`src/rtl/dice_bcd_roller.sv`:
```
// dice_bcd_roller - NDIG-digit BCD dice-roll engine with per-button die sizes and coast phase
// Rolls count down in BCD and wrap within 1..SIDES[die]; blank flags mark leading zeros.
module dice_bcd_roller #(
  parameter int NDIG        = 3,
  parameter int NBTN        = 7,
  parameter logic [4*NDIG*NBTN-1:0] SIDES =
    {12'h100, 12'h020, 12'h012, 12'h010, 12'h008, 12'h006, 12'h004},
  parameter int COAST_TICKS = 2
) (
  input  logic                                        clk,
  input  logic                                        rst,
  input  logic                                        tick,
  input  logic [NBTN-1:0]                             btn,
  output logic [4*NDIG-1:0]                           value,
  output logic [NDIG-1:0]                             blank,
  output logic [((NBTN > 1) ? $clog2(NBTN) : 1)-1:0]  die_sel,
  output logic                                        rolling,
  output logic                                        result_valid
);

  localparam int W   = 4 * NDIG;
  localparam int DSW = (NBTN > 1) ? $clog2(NBTN) : 1;
  localparam int CW  = (COAST_TICKS > 0) ? $clog2(COAST_TICKS + 1) : 1;

  typedef enum logic [1:0] {S_IDLE, S_ROLL, S_COAST} state_t;

  state_t          state_q, state_d;
  logic [W-1:0]    value_q, value_d;
  logic [DSW-1:0]  die_sel_q, die_sel_d;
  logic [CW-1:0]   coast_q, coast_d;
  logic            rolling_q, rolling_d;
  logic            result_valid_q, result_valid_d;

  logic [DSW-1:0]  pick;
  logic [W-1:0]    roll_next;
  logic            btn_held;

  function automatic logic [W-1:0] side_of(input logic [DSW-1:0] idx);
    return SIDES[W*idx +: W];
  endfunction

  function automatic logic [W-1:0] bcd_dec(input logic [W-1:0] v);
    logic [W-1:0] r;
    logic         borrow;
    r      = v;
    borrow = 1'b1;
    for (int k = 0; k < NDIG; k++) begin
      if (borrow) begin
        if (r[4*k +: 4] == 4'd0) begin
          r[4*k +: 4] = 4'd9;
        end else begin
          r[4*k +: 4] = r[4*k +: 4] - 4'd1;
          borrow      = 1'b0;
        end
      end
    end
    return r;
  endfunction

  always_comb begin
    state_d        = state_q;
    value_d        = value_q;
    die_sel_d      = die_sel_q;
    coast_d        = coast_q;
    result_valid_d = 1'b0;

    // Lowest set button wins when several are pressed together
    pick = '0;
    for (int i = NBTN - 1; i >= 0; i--) begin
      if (btn[i]) pick = DSW'(i);
    end

    btn_held  = btn[die_sel_q];
    roll_next = (value_q == W'(1)) ? side_of(die_sel_q) : bcd_dec(value_q);

    case (state_q)
      S_IDLE: begin
        if (|btn) begin
          die_sel_d = pick;
          value_d   = side_of(pick);
          state_d   = S_ROLL;
        end
      end
      S_ROLL: begin
        if (btn_held) begin
          value_d = roll_next;
        end else if (COAST_TICKS > 0) begin
          state_d = S_COAST;
          coast_d = CW'(COAST_TICKS);
        end else begin
          state_d        = S_IDLE;
          result_valid_d = 1'b1;
        end
      end
      S_COAST: begin
        value_d = roll_next;
        if (btn_held) begin
          state_d = S_ROLL;
        end else if (tick) begin
          if (coast_q == CW'(1)) begin
            state_d        = S_IDLE;
            coast_d        = '0;
            result_valid_d = 1'b1;
          end else begin
            coast_d = coast_q - CW'(1);
          end
        end
      end
      default: state_d = S_IDLE;
    endcase

    rolling_d = (state_d != S_IDLE);
  end

  always_ff @(posedge clk) begin
    if (rst) begin
      state_q        <= S_IDLE;
      value_q        <= W'(1);
      die_sel_q      <= '0;
      coast_q        <= '0;
      rolling_q      <= 1'b0;
      result_valid_q <= 1'b0;
    end else begin
      state_q        <= state_d;
      value_q        <= value_d;
      die_sel_q      <= die_sel_d;
      coast_q        <= coast_d;
      rolling_q      <= rolling_d;
      result_valid_q <= result_valid_d;
    end
  end

  // A digit is blanked only when it and every more-significant digit are zero
  always_comb begin
    logic z;
    z     = 1'b1;
    blank = '0;
    for (int k = NDIG - 1; k >= 1; k--) begin
      z        = z & (value_q[4*k +: 4] == 4'd0);
      blank[k] = z;
    end
  end

  assign value        = value_q;
  assign die_sel      = die_sel_q;
  assign rolling      = rolling_q;
  assign result_valid = result_valid_q;

endmodule

```
`config.mk`:
```
export PLATFORM = sky130hd
export DESIGN_NAME = dice_bcd_roller
export DESIGN_NICKNAME = d
export VERILOG_FILES = /design/src/rtl/dice_bcd_roller.sv
export SDC_FILE = /design/constraint.sdc
export NUM_CORES = 1
export LEC_CHECK = 0
export BUFFER_PORTS_ARGS = -buffer_cell sky130_fd_sc_hd__buf_4
export CAP_MARGIN = 20
export CELL_PAD_IN_SITES_DETAIL_PLACEMENT = 1
export CELL_PAD_IN_SITES_GLOBAL_PLACEMENT = 2
export CORE_ASPECT_RATIO = 0.6
export CORE_UTILIZATION = 34
export CTS_CLUSTER_DIAMETER = 40
export DETAILED_ROUTE_END_ITERATION = 7
export PLACE_DENSITY = 0.89
export RECOVER_POWER = 50
export SKIP_CTS_REPAIR_TIMING = 1
export SYNTH_ARGS = -nofsm -noshare
export SYNTH_HDL_FRONTEND = slang
export SYNTH_SLANG_ARGS = --single-unit
```
`constraint.sdc`:
```
create_clock -name clk -period 5.77 [get_ports clk]
set_clock_uncertainty 0.1 [all_clocks]
set_input_delay 1.731 -clock clk [delete_from_list [all_inputs] [get_ports clk]]
set_output_delay 1.731 -clock clk [all_outputs]
set_load 0.02 [all_outputs]
```
* Word level (Yosys, flattened, before mapping)
Index checks and enable logic that the tools add are counted.
** Word-level totals
- Bits in registers :: 21
- Input port bits :: 10
- Output and inout bits :: 20
- Word-level logic and storage cells :: 72
** Operators by class
- Add/sub/neg operators :: 4
- $mul :: 2
- $lt $le $gt $ge :: 1
- Equal/unequal tests :: 9
- Shift-type cells :: 2
- Multiplexer cells :: 33
- Bitwise operators :: 3
- Reductions and logical operators :: 12
** Operators with widths (count)
- variable part select 84 x 8 -> 12 bit (first input constant) :: 2
- two-way mux 12 bit :: 3
- case mux 12 bit (3 select lines) :: 1
- two-way mux 3 bit :: 7
- two-way mux 4 bit :: 5
- two-way mux 2 bit :: 9
- == test 12 x 1 -> 1 bit (second input constant) :: 1
- zero test 4 bit :: 3
- subtractor 4 x 1 -> 4 bit (second input constant) :: 3
- multiplier 2 x 3 -> 5 bit (first input constant) :: 2
- != test 2 bit (second input constant) :: 5
- OR reduction 7 bit :: 1
- case mux 2 bit (3 select lines) :: 1
- two-way mux 1 bit :: 5
- == test 2 x 1 -> 1 bit (second input constant) :: 2
- less-than comparator 3 x 4 -> 1 bit (second input constant) :: 1
- case mux 2 bit (2 select lines) :: 1
- AND reduction 4 bit :: 1
- nonzero test 2 bit :: 2
- OR reduction 4 bit :: 1
- binary-select mux 1 bit (select 3 bit) :: 1
- AND reduction 3 bit :: 1
- nonzero test 3 bit :: 1
- == test 2 bit (second input constant) :: 1
- other kinds (5) :: 6

* Depth between registers and ports, before layout
Gate-level depths: netlist (run 1).
- Depth after elaboration :: 11
- Gate-level depth with buffers :: 8
- Mapped depth without buffers :: 7

* Least setup slack after synthesis (run 1)
Ideal clock, no wire load.
- Kind :: input port to flip-flop
- Start :: in btn[1]
- End :: reg value_q[8], in the netlist value[8]
- Setup time :: 123 ps
- Arrival time :: 3073 ps
- Required time :: 5547 ps
- Slack :: 2473 ps
- Cell stages on the path :: 7
- Path buffers :: 2
- Path through :: buf_2 nor4_2 a31oi_1 o21a_1 buf_4 nand2_2 mux2_1
** Between the ends
- Word-level cells in the longest chain between the ends :: 6
- Elaborated cells on any way between the ends :: 12
- Classes of those cells :: mul: 1; eq/ne: 2; shift: 1; mux: 6; reduce/logical: 2
** Ends and longest elaborated chain
- start, declared :: line 13 : input logic [NBTN-1:0] btn,
- two-way mux 3 bit (2 in a row) :: line 70 : if (btn[i]) pick = DSW'(i);
- multiplier 2 x 3 -> 5 bit :: line 39 : return SIDES[W*idx +: W];
- variable part select 84 x 8 -> 12 bit :: line 39
- two-way mux 12 bit :: line 78 : if (|btn) begin
- case mux 12 bit (3 select lines) :: line 76 : case (state_q)
- end signal, assigned :: line 125 : value_q <= value_d;
- end, declared :: line 28 : logic [W-1:0] value_q, value_d;
Several ways; a longest one is shown, not always the timed one. The select of a mux whose other input is x is not followed.
A chain may end at the register's enable or synchronous reset.

* Worst setup path after layout (run 1)
- Start :: reg value_q[8], in the netlist value[8]
- End :: out blank[1]
** Between the ends
- Word-level cells in the longest chain between the ends :: 2
** Ends and longest elaborated chain
- zero test 4 bit :: line 139 : z = z & (value_q[4*k +: 4] == 4'd0);
- bitwise AND 1 bit :: line 139
- end, declared :: line 15 : output logic [NDIG-1:0] blank,
Every way passes these cells.

==> results.json, run 1 <==
{
  "required_ns": 3.94,
  "p_leak_nw": 0.629,
  "cap_violations": 0,
  "vias": 1588,
  "clock_sinks": 21,
  "p_total_mw": 1.09,
  "fmax_ghz": 0.290,
  "syn_to_final_growth_pct": 13.0,
  "place_congestion": 0.796,
  "hold_class": "reg -> reg",
  "cts_tree": "done",
  "antenna_found_initial": 0,
  "drc_errors": 0,
  "fill_cells": 564,
  "cp-end-kind": "output port",
  "die_h_microns": 54.9,
  "synth.distinct_cells": 53,
  "slowest_delay_ns": 0.35,
  "grt_pass1_wl_microns": 7540,
  "synth.avg_cell_area_sq_um": 7.80,
  "multi_input_area_sq_um": 1050,
  "grt_remaining_overflow": 0,
  "synthXorXnorAreaFrac": 0.0111,
  "firstDrtPassIters": 4,
  "rows": 18,
  "dp.final_hpwl_microns": 3650,
  "synth_edf_count": 0,
  "vias_per_cell": 5.61,
  "worstMarginPinSlew_ns": 0.605,
  "setup_tns_ns": 0,
  "io_pins": 30,
  "postSynthCellCount": 203,
  "yosys_register_bits": 21,
  "synth_top_family_by_area": "simple AND/OR/NAND/NOR gates",
  "clk_transition_reported_paths_ns": 0.08,
  "rsz0062_at_grt": "false",
  "hold_viol_final": 0,
  "yosysWarnings": 0,
  "grt_max_degree": 24,
  "seq_area_frac_synth": 0.266,
  "htree_levels": 1,
  "synth-main-ff-cell": "dfxtp_1",
  "start_kind": "flop",
  "worstPathArrival_ns": 1.61,
  "relSlewSlack": 0.594,
  "crit_slowest_cell": "nor4b_4",
  "drv_slew": 0,
  "cts-root-buf": "clkbuf_8",
  "synth_fp_nets": 219,
  "clk_latency_ns": 0.26,
  "status": "finished clean",
  "critical_path_class": "reg -> out",
  "ir_drop_uv": 264,
  "cts_made_buffers": 3,
  "drt_wl_total_microns": 4780,
  "dieWidth_microns": 90.1,
  "yosys-mux-area-fraction": 0.0585,
  "first_global_vias": 1425,
  "finalSetupViolations": 0,
  "critPathTopFamily": "simple AND/OR/NAND/NOR gates",
  "yosys.area_share.simple": 0.287,
  "first_iter_violations": 97,
  "antenna_cells": 0,
  "clk_path_buf_depth": 2,
  "portBuffers": 28,
  "synthAdderAreaFrac": 0.0474,
  "grt_usage": 0.199,
  "seqCellArea_sq_um": 420,
  "synth_compound_area_frac": 0.258,
  "drive_above_1_share": 0.103,
  "synth_area_sq_um": 1580,
  "start_util": 0.370,
  "period_needed_ns": 3.44,
  "worstPathCellList": "inv_1 -> ha_1 -> nor4b_4 -> and2_1 -> buf_4",
  "core-area_sq_um": 4280,
  "powerDensity_nw_per_um2": 609,
  "ys_async_sr_fraction": 0,
  "die-area_sq_um": 4940,
  "wl_per_cell_microns": 16.9,
  "crit_buf_inv": 2,
  "crit_path_max_fanout": 4,
  "drtAntennaViolNets": 0,
  "fin_crit_sh": 0.597,
  "nets": 240
}
area by class of cell:
type                            instances  share of cell area
Multi-Input combinational cell        157               0.589
Clock buffer                            4              0.0252
Inverter                               13              0.0273
Sequential cell                        21               0.235
Timing Repair Buffer                   28              0.0819
Tap cell                               60              0.0420
cells in the mapped netlist, types with 3 or more instances:
cell type,instances,share of area
dfxtp_1,21,0.27
nand2_1,20,0.047
a21oi_1,17,0.054
nor2_1,17,0.040
inv_1,13,0.031
nor3_1,13,0.041
mux2i_1,7,0.044
o21ai_0,7,0.022
ha_1,6,0.047
nand2b_1,6,0.024
a311oi_1,4,0.022
buf_2,4,0.013
clkbuf_1,4,0.0095
o211ai_1,4,0.019
o31ai_1,4,0.019
a31oi_1,3,0.012
buf_4,3,0.014
nor4_1,3,0.012
worst paths after layout:
kind | start | endpoint | slack, ns | depth (start not counted)
max reg2reg | state_q[1]$_SDFF_PP0_ | value[1]$_SDFFE_PP0P_ | 3.42 | 5
max | value[8]$_SDFFE_PP0P_ | blank[1] | 2.33 | 5
min reg2reg | coast_q[1]$_SDFFE_PP0P_ | coast_q[1]$_SDFFE_PP0P_ | 0.42 | 2
min | coast_q[1]$_SDFFE_PP0P_ | coast_q[1]$_SDFFE_PP0P_ | 0.42 | 2
state kept, by name, indices dropped and copies added, names as in the netlist:
register,count
rolling,1
value,12
state_q,2
coast_q,2
die_sel,3
result_valid,1
placed cells by master (no fill, tap or decap), types with 3 or more instances in the layout:
cell | netlist | final
a21oi_1 | 17 | 17
a311oi_1 | 4 | 4
a31oi_1 | 3 | 3
buf_4 | 3 | 11
clkbuf_1 | 4 | 18
clkbuf_8 | 0 | 3
dfxtp_1 | 21 | 21
ha_1 | 6 | 6
inv_1 | 13 | 13
mux2i_1 | 7 | 7
nand2_1 | 20 | 20
nand2b_1 | 6 | 6
nor2_1 | 17 | 17
nor3_1 | 13 | 13
nor4_1 | 3 | 3
o211ai_1 | 4 | 4
o21ai_0 | 7 | 7
o31ai_1 | 4 | 4
per-layer routing:
layer	share of wire	global-route usage	wire (microns)	vias to the layer above
li1	-	-	-	792
met2	0.38	0.277	1830	42
met4	0.0025	0.0242	12	0
met5	0	0	0	-
met1	0.56	0.313	2660	752
met3	0.059	0.0389	281	2
per-stage QoR:
step                      instances  cell area (sq um)  worst slack [ns]  hold WS [ns]  utilization
after floorplan                 203               1580              2.47         0.376            -
after CTS                       283               1850              2.28         0.407        0.433
after global placement          279               1810              2.29         0.406        0.422
final                           283               1790              2.33         0.416        0.418
after global routing            283               1790              2.18         0.446        0.418
after detailed placement        279               1810              2.19         0.396        0.422
power by group:
group          switching [mW]  leakage (nW)  internal (mW)  total, mW
logic                   0.436         0.434          0.268      0.704
registers              0.0918         0.172          0.194      0.285
clock network          0.0514        0.0228         0.0493      0.101
kinds of logic after synthesis:
kind of cell    Yosys count
xor+xnor                  2
simple gates             79
buf+inv                  25
flops                    21
compound gates           60
other cells               1
mux                       9
fa+ha+maj                 6
tightest hold or removal path, cell delays in order (launching register included):
cell	delay, ns
dfxtp_1	0.31
nor2_1	0.11
a311oi_1	0.05
No activity file was read; power rests on OpenSTA's default activity.
==> run 2, diff against run 1 <==
CORE_UTILIZATION = 31   (was 34)
PLACE_DENSITY = 0.83   (was 0.89)
clock period = 3.5 ns   (was 5.77 ns; I/O delays follow)
==> run 2 against run 1 <==
Net effect: flip-flop and latch count unchanged; power grew 66%; clock power rose by 70%; critical path depth increased by 1; critical path type is now in -> reg; critical endpoint is now value[9]$_SDFFE_PP0P_.
==> results.json, run 2 (same netlist as run 1, synthesis figures left out) <==
{
  "cts_made_buffers": 3,
  "powerDensity_nw_per_um2": 1010,
  "io_pins": 30,
  "dp.final_hpwl_microns": 3720,
  "place_congestion": 0.784,
  "p_leak_nw": 0.636,
  "dieWidth_microns": 94.2,
  "cp-end-kind": "flop",
  "multi_input_area_sq_um": 1050,
  "worstRegToRegCells": 5,
  "wl_per_cell_microns": 17.1,
  "portBuffers": 28,
  "drtAntennaViolNets": 0,
  "clock_sinks": 21,
  "worstMarginPinSlew_ns": 0.956,
  "start_kind": "primary input",
  "fmax_ghz": 0.333,
  "core-area_sq_um": 4730,
  "grt_pass1_wl_microns": 7850,
  "drt_wl_total_microns": 4900,
  "rows": 19,
  "grt_remaining_overflow": 0,
  "relSlewSlack": 0.357,
  "hold_start": "coast_q[1]$_SDFFE_PP0P_",
  "holdPathStages": 2,
  "holdPathEnd": "coast_q[1]$_SDFFE_PP0P_",
  "mostFrequentLayoutCells": "dfxtp_1 (21), nand2_1 (20), nor2_1 (17), a21oi_1 (17), clkbuf_1 (17)",
  "finalSetupViolations": 0,
  "vias_per_cell": 5.53,
  "fill_cells": 597,
  "seqCellArea_sq_um": 420,
  "ir_drop_uv": 334,
  "drive_above_1_share": 0.107,
  "largest_reg_flops": 12,
  "cts-root-buf": "clkbuf_8",
  "clk_latency_ns": 0.27,
  "crit_path_max_fanout": 10,
  "clk_path_buf_depth": 2,
  "start_util": 0.335,
  "grt_max_degree": 24,
  "hold_viol_final": 0,
  "r2r_end": "value[9]$_SDFFE_PP0P_",
  "fin_crit_sh": 0.859,
  "first_iter_violations": 108,
  "vias": 1586,
  "cap_violations": 0,
  "die-area_sq_um": 5400,
  "whs_ns": 0.434,
  "worstPathArrival_ns": 3.07,
  "setup_tns_ns": 0,
  "drv_slew": 0,
  "die_h_microns": 57.4,
  "cts_tree": "done",
  "layout.cells.non_filler": 287,
  "mostFrequentLayoutCell": "dfxtp_1",
  "antenna_found_initial": 0,
  "clk_transition_reported_paths_ns": 0.09,
  "final_util": 0.379,
  "nets": 241,
  "required_ns": 3.57,
  "firstDrtPassIters": 4,
  "critical_path_class": "in -> reg",
  "drc_errors": 0,
  "dp_cells": 283,
  "period_needed_ns": 3.00,
  "grt_usage": 0.192,
  "first_global_vias": 1430,
  "rsz0062_at_grt": "false",
  "antenna_cells": 0,
  "rr_startpoint": "die_sel[0]$_SDFFE_PP0P_",
  "htree_levels": 1,
  "status": "finished clean",
  "syn_to_final_growth_pct": 13.4,
  "hold_class": "reg -> reg",
  "regToRegSetupSlack_ns": 1.12
}
[run 2: cell count changes in the layout (fill, tap and decap cells not counted)]
cell,previous run,this run
buf_4,11,12
nor4_2,1,0
nor4_1,3,4
clkinv_2,0,1
clkbuf_1,18,17
[run 2: per-layer routing]
| layer | part of all wire | vias up | GRT usage |
|---|---|---|---|
| met5 | 0 | - | 0 |
| met4 | 0.0055 | 0 | 0.0330 |
| met3 | 0.057 | 4 | 0.0400 |
| met2 | 0.36 | 37 | 0.233 |
| met1 | 0.58 | 755 | 0.329 |
| li1 | - | 790 | - |
[run 2: power breakdown]
group	leakage [nW]	internal [mW]	total [mW]	switching (mW)
combinational	0.438	0.448	1.17	0.721
sequential	0.172	0.319	0.473	0.154
clock	0.0255	0.0798	0.172	0.0923
total	0.636	0.847	1.81	0.967
[run 2: cell type report]
class | instances | share of cell area
inverters | 13 | 0.0272
clock inverters | 1 | 0.00279
well taps | 63 | 0.0439
clock buffers | 3 | 0.0230
multi-input cells | 157 | 0.583
repair buffers | 29 | 0.0858
flip-flops and latches | 21 | 0.234
[run 2: how the worst max path moves through the flow]
stage,start,endpoint,cells after the start
after detailed placement,btn[3],value[9]$_SDFFE_PP0P_,6
after global routing,btn[3],value[4]$_SDFFE_PP0P_,6
after floorplan,btn[1],value[8]$_SDFFE_PP0P_,7
after CTS,value[8]$_SDFFE_PP0P_,blank[1],5
final,btn[3],value[9]$_SDFFE_PP0P_,6
after global placement,btn[4],value[9]$_SDFFE_PP0P_,6
[run 2: stage by stage]
step	cell area, sq um	setup slack, ns	total power, mW
detailed placement	1820	0.560	1.69
floorplan	1580	0.884	1.31
finish	1790	0.495	1.81
global route	1790	0.420	1.97
CTS	1860	0.715	1.87
global placement	1820	0.680	1.70
[run 2: critical path: stages]
cell and delay [ns]:
buf_4 0.13, nor4_1 0.82, a31oi_1 0.24, o21a_1 0.32, nand2_2 0.17, mux2_1 0.33
==> run 3, diff against run 2 <==
REMOVE_ABC_BUFFERS = 1   (was default)
==> run 3 against run 2 <==
Net effect: register-to-register slack barely moved; core utilization rose by 0.053 points; cell area increased by 0.14%; critical path depth is 2 lower; combinational power about the same; via count rose by 1.6%; die area did not move; flip-flop and latch count unchanged; first-iteration DRC count is 3.7% higher; sequential power about the same; sequential share of layout area barely moved; cell count stayed put; critical path type is now reg -> out; highest routed layer unchanged.
==> results.json, run 3 (same netlist as run 1, synthesis figures left out) <==
{
  "cp-end-kind": "output port",
  "hold_start": "coast_q[1]$_SDFFE_PP0P_",
  "fin_crit_sh": 0.792,
  "clk_path_buf_depth": 2,
  "rsz0062_at_grt": "false",
  "power.switching_mw": 0.975,
  "vias": 1611,
  "rr_startpoint": "die_sel[0]$_SDFFE_PP0P_",
  "switching_share": 0.536,
  "first_iter_violations": 112,
  "final_util": 0.380,
  "cts_made_buffers": 3,
  "nets": 241,
  "r2r_end": "value[8]$_SDFFE_PP0P_",
  "worstPathArrival_ns": 1.62,
  "first_global_vias": 1553,
  "syn_to_final_growth_pct": 13.5,
  "pwr-share-clk": 0.091,
  "drtAntennaViolNets": 0,
  "clk_latency_ns": 0.26,
  "status": "finished clean",
  "drive_above_1_share": 0.107,
  "firstDrtPassIters": 4,
  "holdPathEnd": "coast_q[1]$_SDFFE_PP0P_",
  "holdPathStages": 2,
  "drc_errors": 0,
  "die_h_microns": 57.4,
  "fmax_ghz": 0.361,
  "fill_cells": 606,
  "vias_per_cell": 5.61,
  "grt_max_degree": 24,
  "worstMarginPinSlew_ns": 0.593,
  "drv_slew": 0,
  "finalSetupViolations": 0,
  "met2_usage": 0.258,
  "clk_transition_reported_paths_ns": 0.08,
  "htree_levels": 1,
  "groute.layer.met3.usage": 0.0320,
  "dieWidth_microns": 94.2,
  "die-area_sq_um": 5400,
  "wl_per_cell_microns": 17.8,
  "core-area_sq_um": 4730,
  "combPwrFrac": 0.648,
  "start_kind": "flop",
  "critical_path_class": "reg -> out",
  "crit_path_max_fanout": 6,
  "cts_tree": "done",
  "use_met1": 0.336,
  "p_leak_nw": 0.633,
  "largest_reg_flops": 12,
  "hold_class": "reg -> reg",
  "p_int_mw": 0.843,
  "grt_remaining_overflow": 0,
  "p_seq_frac": 0.262,
  "dp_cells": 283,
  "required_ns": 2.35,
  "antenna_cells": 0,
  "cts-root-buf": "clkbuf_8",
  "io_pins": 30,
  "dp.final_hpwl_microns": 3830,
  "ir_drop_uv": 323,
  "mostFrequentLayoutCells": "dfxtp_1 (21), nand2_1 (20), clkbuf_1 (18)",
  "p_total_mw": 1.82,
  "place_congestion": 0.880,
  "mostFrequentLayoutCell": "dfxtp_1",
  "grt_pass1_wl_microns": 8210,
  "drt_wl_total_microns": 5100,
  "whs_ns": 0.445,
  "portBuffers": 28,
  "regToRegSetupSlack_ns": 1.13,
  "rows": 19,
  "grt_usage": 0.200,
  "layout.cells.non_filler": 287,
  "setup_tns_ns": 0,
  "hold_viol_final": 0,
  "period_needed_ns": 2.77,
  "start_util": 0.335,
  "relSlewSlack": 0.602,
  "busiest_layer": "met1",
  "antenna_found_initial": 0,
  "powerDensity_nw_per_um2": 1010,
  "clock_sinks": 21,
  "worstRegToRegCells": 5,
  "cap_violations": 0
}
-- run 3: changes by cell type in the layout (fill, tap and decap cells not counted), sizes merged --
cell    before  now
clkbuf      20   21
buf         12   11
-- run 3: per-layer routing --
layer  vias up  share of wire
met3         6          0.052
met4         0          0.012
met1       780           0.55
met2        42           0.39
li1        783              -
met5         -              0
-- run 3: power by group through the flow --
stage / Combinational [mW] / Sequential [mW] / Clock, mW
after floorplan: 0.761 / 0.519 / 0
after global placement: 1.21 / 0.478 / 0
after detailed placement: 1.22 / 0.480 / 0
after CTS: 1.23 / 0.474 / 0.173
after global routing: 1.30 / 0.493 / 0.180
final: 1.18 / 0.475 / 0.165
-- run 3: layout make-up --
| class | instances | area (sq um) | share of cell area |
|---|---|---|---|
| clock buffer | 3 | 41.3 | 0.0230 |
| clock inverter | 1 | 5.00 | 0.00279 |
| multi-input combinational | 157 | 1050 | 0.586 |
| tap | 63 | 78.8 | 0.0439 |
| inverter | 13 | 48.8 | 0.0272 |
| timing repair buffer | 29 | 150 | 0.0836 |
| sequential | 21 | 420 | 0.234 |
-- run 3: critical path, cell delays in order (launching register included) --
cell     delay [ns]
dfxtp_1        0.34
inv_1          0.12
ha_1           0.24
nor3b_2        0.44
buf_4          0.23
-- run 3: how the worst max path moves through the flow --
| stage | from | end |
|---|---|---|
| 5_1_grt | value[8]$_SDFFE_PP0P_ | blank[1] |
| 3_5_place_dp | btn[3] | value[8]$_SDFFE_PP0P_ |
| 3_3_place_gp | btn[4] | value[8]$_SDFFE_PP0P_ |
| 2_1_floorplan | btn[3] | value[8]$_SDFFE_PP0P_ |
| 4_1_cts | value[8]$_SDFFE_PP0P_ | blank[1] |
| 6_report | value[8]$_SDFFE_PP0P_ | blank[2] |
-- run 3: metrics by stage --
step	worst slack, ns	instance area [sq um]
global placement	0.590	1820
floorplan	1.03	1520
detailed placement	0.605	1820
global route	0.602	1800
CTS	0.707	1860
finish	0.727	1800
